### src/rtl/pc_sequencer_pkg.sv
// Shared fetch-stage constants and the PC sequencer state encoding.
package mips_defs;

    localparam logic [31:0] RESET_PC   = 32'h0000_3000;
    localparam logic [31:0] EXC_VECTOR = 32'h0000_4180;
    localparam logic [31:0] IM_LO      = 32'h0000_3000;
    localparam logic [31:0] IM_HI      = 32'h0000_6FFC;

    typedef enum logic {
        SEQ  = 1'b0,
        SLOT = 1'b1
    } pc_state_t;

endpackage

### src/rtl/pc_sequencer_if.sv
// Bundle of redirect requests coming into, and fetch status going out of, the PC sequencer.
interface pc_sequencer_if;

    logic        stall;
    logic        br_taken;
    logic [31:0] br_target;
    logic        jump;
    logic [31:0] jump_target;
    logic        exc_req;
    logic        eret;
    logic [31:0] epc;
    logic [31:0] pc;
    logic [31:0] pc4;
    logic        f_bd;
    logic        f_adel;
    logic        flush;

    modport master (
        output stall, br_taken, br_target, jump, jump_target, exc_req, eret, epc,
        input  pc, pc4, f_bd, f_adel, flush
    );

    modport slave (
        input  stall, br_taken, br_target, jump, jump_target, exc_req, eret, epc,
        output pc, pc4, f_bd, f_adel, flush
    );

endinterface

### src/rtl/pc_inc.sv
// 32-bit +4 incrementer; wraps modulo 2^32 with no carry out.
module pc_inc (
    input  logic [31:0] a,
    output logic [31:0] y
);

    assign y = a + 32'd4;

endmodule

### src/rtl/pc_sequencer.sv
// Fetch-stage PC register with delay-slot tracking, exception/ERET redirect and fetch-address check.
module pc_sequencer
    import mips_defs::*;
(
    input logic           clk,
    input logic           reset,
    pc_sequencer_if.slave bus
);

    pc_state_t   state, state_nxt;
    logic [31:0] pc_q, pc_nxt;
    logic [31:0] redirect_pc, redirect_pc_nxt;
    logic        flush_q, flush_nxt;
    logic [31:0] pc_plus4;

    pc_inc u_pc_inc (
        .a (pc_q),
        .y (pc_plus4)
    );

    // NOTE: every output of this block gets a default first so no path leaves a latch.
    always_comb begin
        pc_nxt          = pc_plus4;
        state_nxt       = state;
        redirect_pc_nxt = redirect_pc;
        flush_nxt       = 1'b0;

        if (bus.exc_req) begin
            pc_nxt          = EXC_VECTOR;
            state_nxt       = SEQ;
            redirect_pc_nxt = '0;
            flush_nxt       = 1'b1;
        end else if (bus.eret) begin
            pc_nxt          = bus.epc;
            state_nxt       = SEQ;
            redirect_pc_nxt = '0;
            flush_nxt       = 1'b1;
        end else if (bus.stall) begin
            pc_nxt = pc_q;
        end else if (state == SLOT) begin
            // A redirect request here would come from the delay slot itself, which is illegal.
            pc_nxt    = redirect_pc;
            state_nxt = SEQ;
        end else if (bus.jump || bus.br_taken) begin
            state_nxt       = SLOT;
            redirect_pc_nxt = bus.jump ? bus.jump_target : bus.br_target;
        end
    end

    // NOTE: state registers use non-blocking assignments so all of them update together on the edge.
    always_ff @(posedge clk) begin
        if (reset) begin
            pc_q        <= RESET_PC;
            state       <= SEQ;
            redirect_pc <= '0;
            flush_q     <= 1'b0;
        end else begin
            pc_q        <= pc_nxt;
            state       <= state_nxt;
            redirect_pc <= redirect_pc_nxt;
            flush_q     <= flush_nxt;
        end
    end

    assign bus.pc     = pc_q;
    assign bus.pc4    = pc_plus4;
    assign bus.flush  = flush_q;
    assign bus.f_bd   = (state == SLOT);
    assign bus.f_adel = (pc_q[1:0] != 2'b00) || (pc_q < IM_LO) || (pc_q > IM_HI);

endmodule

### src/flat_wrapper.sv
// flat-port wrapper written by rule: the top's interface ports become plain ports
module pc_sequencer_flat import mips_defs::*;
  (clk, reset, bus_stall, bus_br_taken, bus_br_target, bus_jump, bus_jump_target, bus_exc_req, bus_eret, bus_epc, bus_pc, bus_pc4, bus_f_bd, bus_f_adel, bus_flush);
  pc_sequencer_if bus_i ();
  input logic clk;
  input logic reset;
  input wire logic [$bits(bus_i.stall)-1:0] bus_stall;
  input wire logic [$bits(bus_i.br_taken)-1:0] bus_br_taken;
  input wire logic [$bits(bus_i.br_target)-1:0] bus_br_target;
  input wire logic [$bits(bus_i.jump)-1:0] bus_jump;
  input wire logic [$bits(bus_i.jump_target)-1:0] bus_jump_target;
  input wire logic [$bits(bus_i.exc_req)-1:0] bus_exc_req;
  input wire logic [$bits(bus_i.eret)-1:0] bus_eret;
  input wire logic [$bits(bus_i.epc)-1:0] bus_epc;
  output wire logic [$bits(bus_i.pc)-1:0] bus_pc;
  output wire logic [$bits(bus_i.pc4)-1:0] bus_pc4;
  output wire logic [$bits(bus_i.f_bd)-1:0] bus_f_bd;
  output wire logic [$bits(bus_i.f_adel)-1:0] bus_f_adel;
  output wire logic [$bits(bus_i.flush)-1:0] bus_flush;
  assign bus_i.stall = bus_stall;
  assign bus_i.br_taken = bus_br_taken;
  assign bus_i.br_target = bus_br_target;
  assign bus_i.jump = bus_jump;
  assign bus_i.jump_target = bus_jump_target;
  assign bus_i.exc_req = bus_exc_req;
  assign bus_i.eret = bus_eret;
  assign bus_i.epc = bus_epc;
  assign bus_pc = bus_i.pc;
  assign bus_pc4 = bus_i.pc4;
  assign bus_f_bd = bus_i.f_bd;
  assign bus_f_adel = bus_i.f_adel;
  assign bus_flush = bus_i.flush;
  pc_sequencer u_core (.clk(clk), .reset(reset), .bus(bus_i));
endmodule
### config.mk
export PLATFORM = sky130hd
export DESIGN_NAME = pc_sequencer_flat
export DESIGN_NICKNAME = d
export VERILOG_FILES = /design/src/rtl/pc_sequencer_pkg.sv /design/src/rtl/pc_sequencer_if.sv /design/src/rtl/pc_inc.sv /design/src/rtl/pc_sequencer.sv /design/src/flat_wrapper.sv
export SDC_FILE = /design/constraint.sdc
export NUM_CORES = 1
export LEC_CHECK = 0
export CORE_MARGIN = 3
export CORE_UTILIZATION = 39
export DETAILED_ROUTE_END_ITERATION = 12
export GPL_ROUTABILITY_DRIVEN = 1
export PLACE_DENSITY = 0.77
export SLEW_MARGIN = 5
export SYNTH_ARGS = -nofsm -noshare
export SYNTH_HDL_FRONTEND = slang
export SYNTH_SLANG_ARGS = --single-unit
### constraint.sdc
create_clock -name clk -period 2.2 [get_ports clk]
set_clock_uncertainty 0.15 [all_clocks]
set_input_delay 0.55 -clock clk [delete_from_list [all_inputs] [get_ports clk]]
set_output_delay 0.55 -clock clk [all_outputs]
set_load 0.05 [all_outputs]
* Word level (Yosys, flattened, before mapping)
Cells that the tools add are included.
** Storage, ports and cells
- Register bits :: 66
- Input port bits :: 103
- Output and inout bits :: 67
** Operators by class
- $add $sub $neg :: 1
- Order comparisons :: 2
- Equal/unequal tests :: 2
- Multiplexer cells :: 9
- Bitwise operators :: 2
- Reductions and logical operators :: 7
** Operators by type and width (number)
- $mux W32 :: 4
- $add A32 B3 Y32 const B :: 1
- $gt A32 B15 Y1 const B :: 1
- $lt A32 B14 Y1 const B :: 1
- $mux W15 :: 1
- $mux W1 :: 4
- $logic_or A1 B1 Y1 :: 3
- $ne A3 B1 Y1 const B :: 1
- $reduce_and A3 Y1 :: 1
- $reduce_or A3 Y1 :: 1
- $ne A2 B1 Y1 const B :: 1
- $not A1 Y1 :: 2
- $reduce_bool A2 Y1 :: 1
- $reduce_or A2 Y1 :: 1

* Logic depth before layout (Yosys ltp)
Gate-level depths: netlist of the first run.
- Depth after elaboration :: 5
- Mapped depth :: 7
- Depth with buffers taken out :: 6

* Cells and area by module
Synthesis of the first run repeated with hierarchy kept, for this count alone.
** Unflattened totals
- Cell total of the unflattened synthesis :: 439
- Area total of the unflattened synthesis :: 4237.8 µm²
** By module, submodules not included
- pc_sequencer :: instances 1, cells each 356, area an instance 3657.3 µm², sequential area each 1321.3 µm²
- pc_inc :: instances 1, cells each 83, area an instance 580.6 µm², sequential area each 0.0 µm²

* Worst setup path before layout of the first run
No wires, ideal clock.
- Path type :: reg-to-output
- Start :: register u_core.pc_q[2] (netlist: u_core.bus.pc[2])
- End :: output bus_pc4[22]
- Arrival :: 2557 ps
- Data required time :: 1500 ps
- Path slack :: -1057 ps
- Stages on the path, launching flop included :: 6
- Path buffers :: 0
- Cells stage by stage :: dfxtp_1 ha_1 nand3_2 nor3_4 nand4_1 xnor2_1
** Between the ends
- Word-level cells in the longest chain between the ends :: 1
** RTL lines
- start, declared :: RTL line pc_sequencer.sv:11 : logic [31:0] pc_q, pc_nxt;
- start signal, assigned :: RTL line pc_sequencer.sv:58 : pc_q <= pc_nxt;
- $add A32 B3 Y32 :: RTL line pc_inc.sv:7 : assign y = a + 32'd4;
- end, declared :: RTL line flat_wrapper.sv:16 : output wire logic [$bits(bus_i.pc4)-1:0] bus_pc4;
No other way between the ends.

* Final worst setup path of the first run
- Start :: register u_core.pc_q[15] (netlist: u_core.bus.pc[15])
- End :: output bus_pc4[31]
Same word-level chain as after synthesis.

==> flow_summary_export.csv, run 1 <==
group,metric,value,unit
timing,setup_tns,-8440,ps
timing,rsz0062_at_grt,"yes",
critical_path,end_kind,"primary output",
pwr,ir_drop,0.000352,V
synth,ys.flop_type,"dfxtp_1",
route,ant_nets,0,
synth,synth_compound_area_share,21.0,%
clocking,cts_tree,"yes",
route,via_per_inst,5.67,
synth,synthAdderAreaFrac,0.314,%
synth,netlist.top_cell.by_area,"dfxtp_1",
route,wl_per_cell,20.0,um
synth,ys_types,46,
critical_path,crit_type,"reg2out",
status,status,"finished with violations",
placed_design,port_buffers,169,
critical_path,cp_common_cell,"nand4_1",
floorplan,core,9860,sq um
placed_design,hpwl,11.7,mm
timing,fin_ws,-463,ps
critical_path,crit_arrival,1960,ps
grt,grt_util_all_layers,27.7,%
synth,synthSimpleGateAreaFrac,23.1,%
route,vias,4929,
clocking,clkTransAtPathRegs,80,ps
synth,yosysWarningCount,0,
floorplan,fp.dieH,107,um
critical_path,slowest_stage,"dfxtp_4",
synth,yosys.cell_count.top_type,"dfxtp_1",
route,drc,0,
critical_path,critPathLaunchType,"register",
final_layout,final_cell_area,7780,sq um
critical_path,path_cells,"nand4_1 -> nor2_2 -> buf_6 -> nand4_1 -> xnor2_4 -> buf_12",
final_layout,fin_util,78.9,%
route,drt-pass1-iter-count,5,
clocking,cts-buffers-inserted,9,
timing,finalSetupViolations,27,
grt,grt_antenna_before_repair,0,
synth,synth_area_leaders,"dfxtp_1 33%, mux2i_1 9.5%, a211oi_1 6.6%, nor2_1 6.1%, xnor2_1 4.4%",
placed_design,place_area,6900,sq um
timing,max-slew-margin-rel,65.7,%
synth,synth.area.mux_share,9.54,%
synth,netlist_area,3990,sq um
floorplan,io_pins,170,
floorplan,initial_utilization,40.4,%
final_layout,final_nets,836,
final_layout,area_growth,95.1,%
timing,timing_hold_violations_final,0,
timing,period_share,121,%
flow_run,max_cap_viol_count,0,
floorplan,die-area,11500,sq um
grt,grt_pass1_vias,4802,
timing,period_minus_slack,2660,ps
clocking,clkSinkCount,66,
pwr,power_density,448,nW/um^2
synth,synth_seq_cells,66,
clocking,cts-htree-levels,3,
final_layout,seqCellArea,1420,sq um
clocking,clock_latency,350,ps
timing,fmax,376,MHz
grt,grt_max_degree,52,
pwr,leakage,3.29,nW
final_layout,final_layout_size_suffix_gt1_share,38.3,%
synth,synthArstFlopShare,0,%
grt,grt_first_pass_wirelength,25.0,mm
final_layout,multi_input_area,3160,sq um
floorplan,die-width,107,um
final_layout,fillers,606,
critical_path,path_delay_family,"simple AND/OR/NAND/NOR gates",
synth,synth_xor_area_share,6.56,%
critical_path,crit_buf_inv,2,
synth,synth_common_cells,"66 x dfxtp_1, 65 x nor2_1, 44 x nand2_1, 38 x mux2i_1, 35 x a211oi_1",
floorplan,rows,36,
critical_path,crit_required,1500,ps
synth,synthCells,497,
status,violations,"setup timing",
route,drtIter0Drc,343,
synth,syn_avg_cell_area,8.03,sq um
pwr,p_total,3.49,mW
clocking,cts_root_buffer,"clkbuf_8",
final_layout,diodes,0,
grt,grt_overflow_total,0,
synth,synth_top_family_by_area,"simple AND/OR/NAND/NOR gates",
timing,slew_violations,0,
critical_path,slowest_delay,360,ps
worst_hold_path,hold_class,"reg2reg",
synth,synth-edff-count,0,
synth,ys_seq_area_share,33.1,%
placed_design,place.gp.congestion,0.909,
timing,tightest_slew,514,ps
critical_path,cp_max_fo,5,
clocking,cts-root-to-sink-buffers,2,
synth,synth_nets,601,
route,drt_wl_total,17.4,mm
synth,yosysTopAreaCellShare,33.1,%
final timing paths:
kind,slack [ps],cells past startpoint,startpoint,endpoint
worst max register to register,10,8,u_core.bus.pc[6],u_core.bus.pc[16]
worst max-delay path,-460,6,u_core.bus.pc[15],bus_pc4[31]
worst min-delay path,350,2,u_core.redirect_pc[15],u_core.redirect_pc[15]
worst min register to register,350,2,u_core.redirect_pc[15],u_core.redirect_pc[15]
flip-flops by register name, indices dropped and copies added (netlist names), named ones only:
register            count
u_core.bus.f_bd         1
u_core.bus.flush        1
u_core.redirect_pc     32
u_core.bus.pc          30
cell usage in the layout, fill, tap and decap left out, types with 10 or more instances in the layout:
cell             netlist  routed
buf_4                  4     115
clkdlybuf4s50_1        0      99
nor2_1                65      58
nand2_1               44      42
mux2i_1               38      38
dfxtp_1               66      37
buf_12                 0      36
a211oi_1              35      35
a21oi_1               27      27
o21ai_0               26      26
dfxtp_4                0      24
xnor2_4                0      18
buf_6                  1      14
a22o_1                13      13
nand4_1               12      12
inv_1                 11      11
clkbuf_8               0      10
worst min-delay path, stage by stage, from the launching register on:
cell and delay (ps):
dfxtp_1 310, nor2_1 90, a211oi_1 50
what timing repair did:
item | CTS | global route
hold buffers | 0 | 0
endpoints found under the hold margin | 0 | 0
endpoints found under the setup margin | 27 | 29
cloned | 0 | 1
resized for setup | 49 | 25
pin swaps | 33 | 37
buffers inserted | 20 | 15
final cells by class:
class                      count  share of cell area [%]
multi-input combinational    375                    40.6
timing repair buffer         269                    35.7
sequential                    66                    18.2
tap                          133                    2.14
clock buffer                  11                    2.09
clock inverter                 5                   0.756
inverter                      11                   0.530
kinds of logic (layout without fill, tap and decap cells):
family | after synthesis | in the layout
muxes | 38 | 38
xor gates and xnor gates | 29 | 29
DFF | 66 | 66
and+or+nand+nor | 183 | 183
adders and majority gates | 1 | 1
buffers and inverters | 56 | 296
AOI/OAI and AO/OA | 124 | 124
routing by layer:
layer	routed length [um]	up-vias	part of all wire [%]	track usage, %
li1	-	2259	-	-
met1	6860	2340	39	35.4
met2	8670	280	50	47.2
met3	1400	50	8.0	4.88
met4	507	0	2.9	9.13
met5	0	-	0	0
per-stage QoR:
stage	setup slack, ps	cells	hold WS [ps]
floorplan	-289	497	323
global placement	-72.3	823	338
detailed placement	-107	823	346
CTS	-392	858	357
global route	-523	870	375
finish	-463	870	354
report_power, final:
part / internal (mW) / switching, mW
clock: 0.627 / 0.528
sequential: 1.22 / 0.0455
combinational: 0.511 / 0.556
total: 2.36 / 1.13
(Power assumes the default switching activity.)
==> run 2, diff against run 1 <==
CTS_CLUSTER_DIAMETER = 80   (was unset)
PLACE_DENSITY = 0.82   (was 0.77)
==> run 2 against run 1 <==
  * The flow still finishes with violations (setup timing)
  * Setup slack got worse by 120 ps
  * Global-route usage rose by 1.6 points
  * Clock power shrank 7%
  * Non-clock buffer count grew 2
  * Critical path type unchanged
==> flow_summary_export.csv, run 2 (synthesized netlist as in run 1, its figures left out) <==
group,metric,value,unit
status,status,"finished with violations",
status,violations,"setup timing",
clocking,cts_root_buffer,"clkbuf_8",
placed_design,port_buffers,169,
final_layout,final_cell_mix,"119 x buf_4, 100 x clkdlybuf4s50_1, 57 x nor2_1, 42 x nand2_1, 38 x mux2i_1",
floorplan,initial_utilization,40.4,%
critical_path,timing.rr.start,"u_core.bus.pc[22]",
pwr,leakage,3.24,nW
clocking,hold_buffers,0,
pwr,power_density,442,nW/um^2
flow_run,max_cap_viol_count,0,
clocking,clock_latency,350,ps
floorplan,io_pins,170,
floorplan,rows,36,
worst_hold_path,min_from,"u_core.redirect_pc[17]",
grt,grt_max_degree,36,
clocking,cts-buffers-inserted,9,
timing,tightest_slew,487,ps
final_layout,final_layout_size_suffix_gt1_share,38.6,%
clocking,cts-htree-levels,3,
timing,period_share,127,%
critical_path,crit_path_end,"bus_pc4[30]",
timing,holdWs,351,ps
final_layout,final_cell_area,7710,sq um
route,via_per_inst,5.77,
final_layout,area_growth,93.2,%
floorplan,die-width,107,um
placed_design,place.gp.congestion,0.906,
route,drtIter0Drc,468,
route,drt-pass1-iter-count,5,
route,wl_per_cell,20.9,um
placed_design,hpwl,11.7,mm
worst_hold_path,hold_class,"reg2reg",
critical_path,r2r_slack,20,ps
pwr,ir_drop,0.000281,V
final_layout,largest_reg_flops,32,
timing,fin_ws,-585,ps
floorplan,fp.dieH,107,um
clocking,clkTransAtPathRegs,80,ps
grt,grt_util_all_layers,29.3,%
floorplan,core,9860,sq um
grt,grt_antenna_before_repair,0,
final_layout,diodes,0,
route,drt_wl_total,18.2,mm
clocking,clkSinkCount,66,
critical_path,end_kind,"primary output",
final_layout,fillers,601,
grt,grt_pass1_vias,5004,
timing,slew_violations,0,
grt,grt_overflow_total,0,
route,drc,0,
timing,max-slew-margin-rel,67.4,%
clocking,cts-root-to-sink-buffers,2,
critical_path,r2r_end,"u_core.bus.pc[30]",
clocking,cts_tree,"yes",
timing,timing_hold_violations_final,0,
timing,period_minus_slack,2780,ps
critical_path,cp_max_fo,5,
timing,rsz0062_at_grt,"yes",
timing,fmax,359,MHz
critical_path,crit_type,"reg2out",
critical_path,crit_required,1500,ps
pwr,p_total,3.41,mW
placed_design,place_area,6880,sq um
route,vias,5033,
floorplan,die-area,11500,sq um
final_layout,final_common_cell,"buf_4",
final_layout,final_nets,838,
grt,grt_first_pass_wirelength,26.2,mm
critical_path,reg2reg_depth,6,
timing,finalSetupViolations,27,
critical_path,critPathLaunchType,"register",
critical_path,critPathLaunch,"u_core.bus.pc[22]",
route,ant_nets,0,
final_layout,top_register,"u_core.redirect_pc",
critical_path,crit_arrival,2080,ps
## run 2: cell types whose count changed in the layout (fill, tap and decap cells not counted), sizes merged
cell	before	now
clkdlybuf4s50	99	100
clkinv	3	2
clkbuf	11	12
inv	12	13
dlymetal6s2s	1	0
bufinv	1	0
buf	169	171
## run 2: worst min-delay path by stage
stage,endpoint,slack (ps),cells past startpoint
6_report,u_core.redirect_pc[17],350,2
5_1_grt,u_core.redirect_pc[0],380,2
3_3_place_gp,u_core.redirect_pc[9],340,2
4_1_cts,u_core.redirect_pc[17],350,2
2_1_floorplan,u_core.redirect_pc[11],320,2
3_5_place_dp,u_core.redirect_pc[17],340,2
## run 2: critical path, cell delays in order, from the launching register on
cell and delay, ps:
dfxtp_4 390, nand4_1 290, nor2_4 290, nand4_1 290, xnor2_4 300, buf_12 170
## run 2: timing repair
| action | 4_1_cts | 5_1_grt |
|---|---|---|
| cloned | 1 | 0 |
| resized for setup | 45 | 25 |
| buffers inserted | 16 | 19 |
| endpoints found under the setup margin | 28 | 28 |
| pin swaps | 34 | 25 |
## run 2: power breakdown
group / total, mW / switching, mW / internal, mW
Combinational: 1.07 / 0.567 / 0.507
Sequential: 1.27 / 0.0432 / 1.22
Clock: 1.07 / 0.517 / 0.552
## run 2: layout make-up
cell class                 count  area [sq um]  area share [%]
tap                          133           166            2.16
inverter                      11          41.3           0.536
sequential                    66          1420            18.4
timing repair buffer         271          2760            35.8
clock buffer                  12           178            2.31
multi-input combinational    375          3120            40.4
clock inverter                 4          28.8           0.373
## run 2: stage by stage
step / worst slack [ps] / util (%) / std cells / setup TNS [ps]
floorplan: -289 / - / 497 / -4680
global placement: -125 / 69.7 / 823 / -428
detailed placement: -156 / 69.7 / 823 / -738
CTS: -383 / 75.7 / 856 / -7410
global route: -576 / 78.1 / 872 / -10550
finish: -585 / 78.1 / 872 / -9360
## run 2: per-layer routing
metal  global-route usage, %  wire length, um
met2                    49.6             8940
met3                    5.42             1780
met1                    35.7             6770
met5                       0                0
met4                    14.3              761
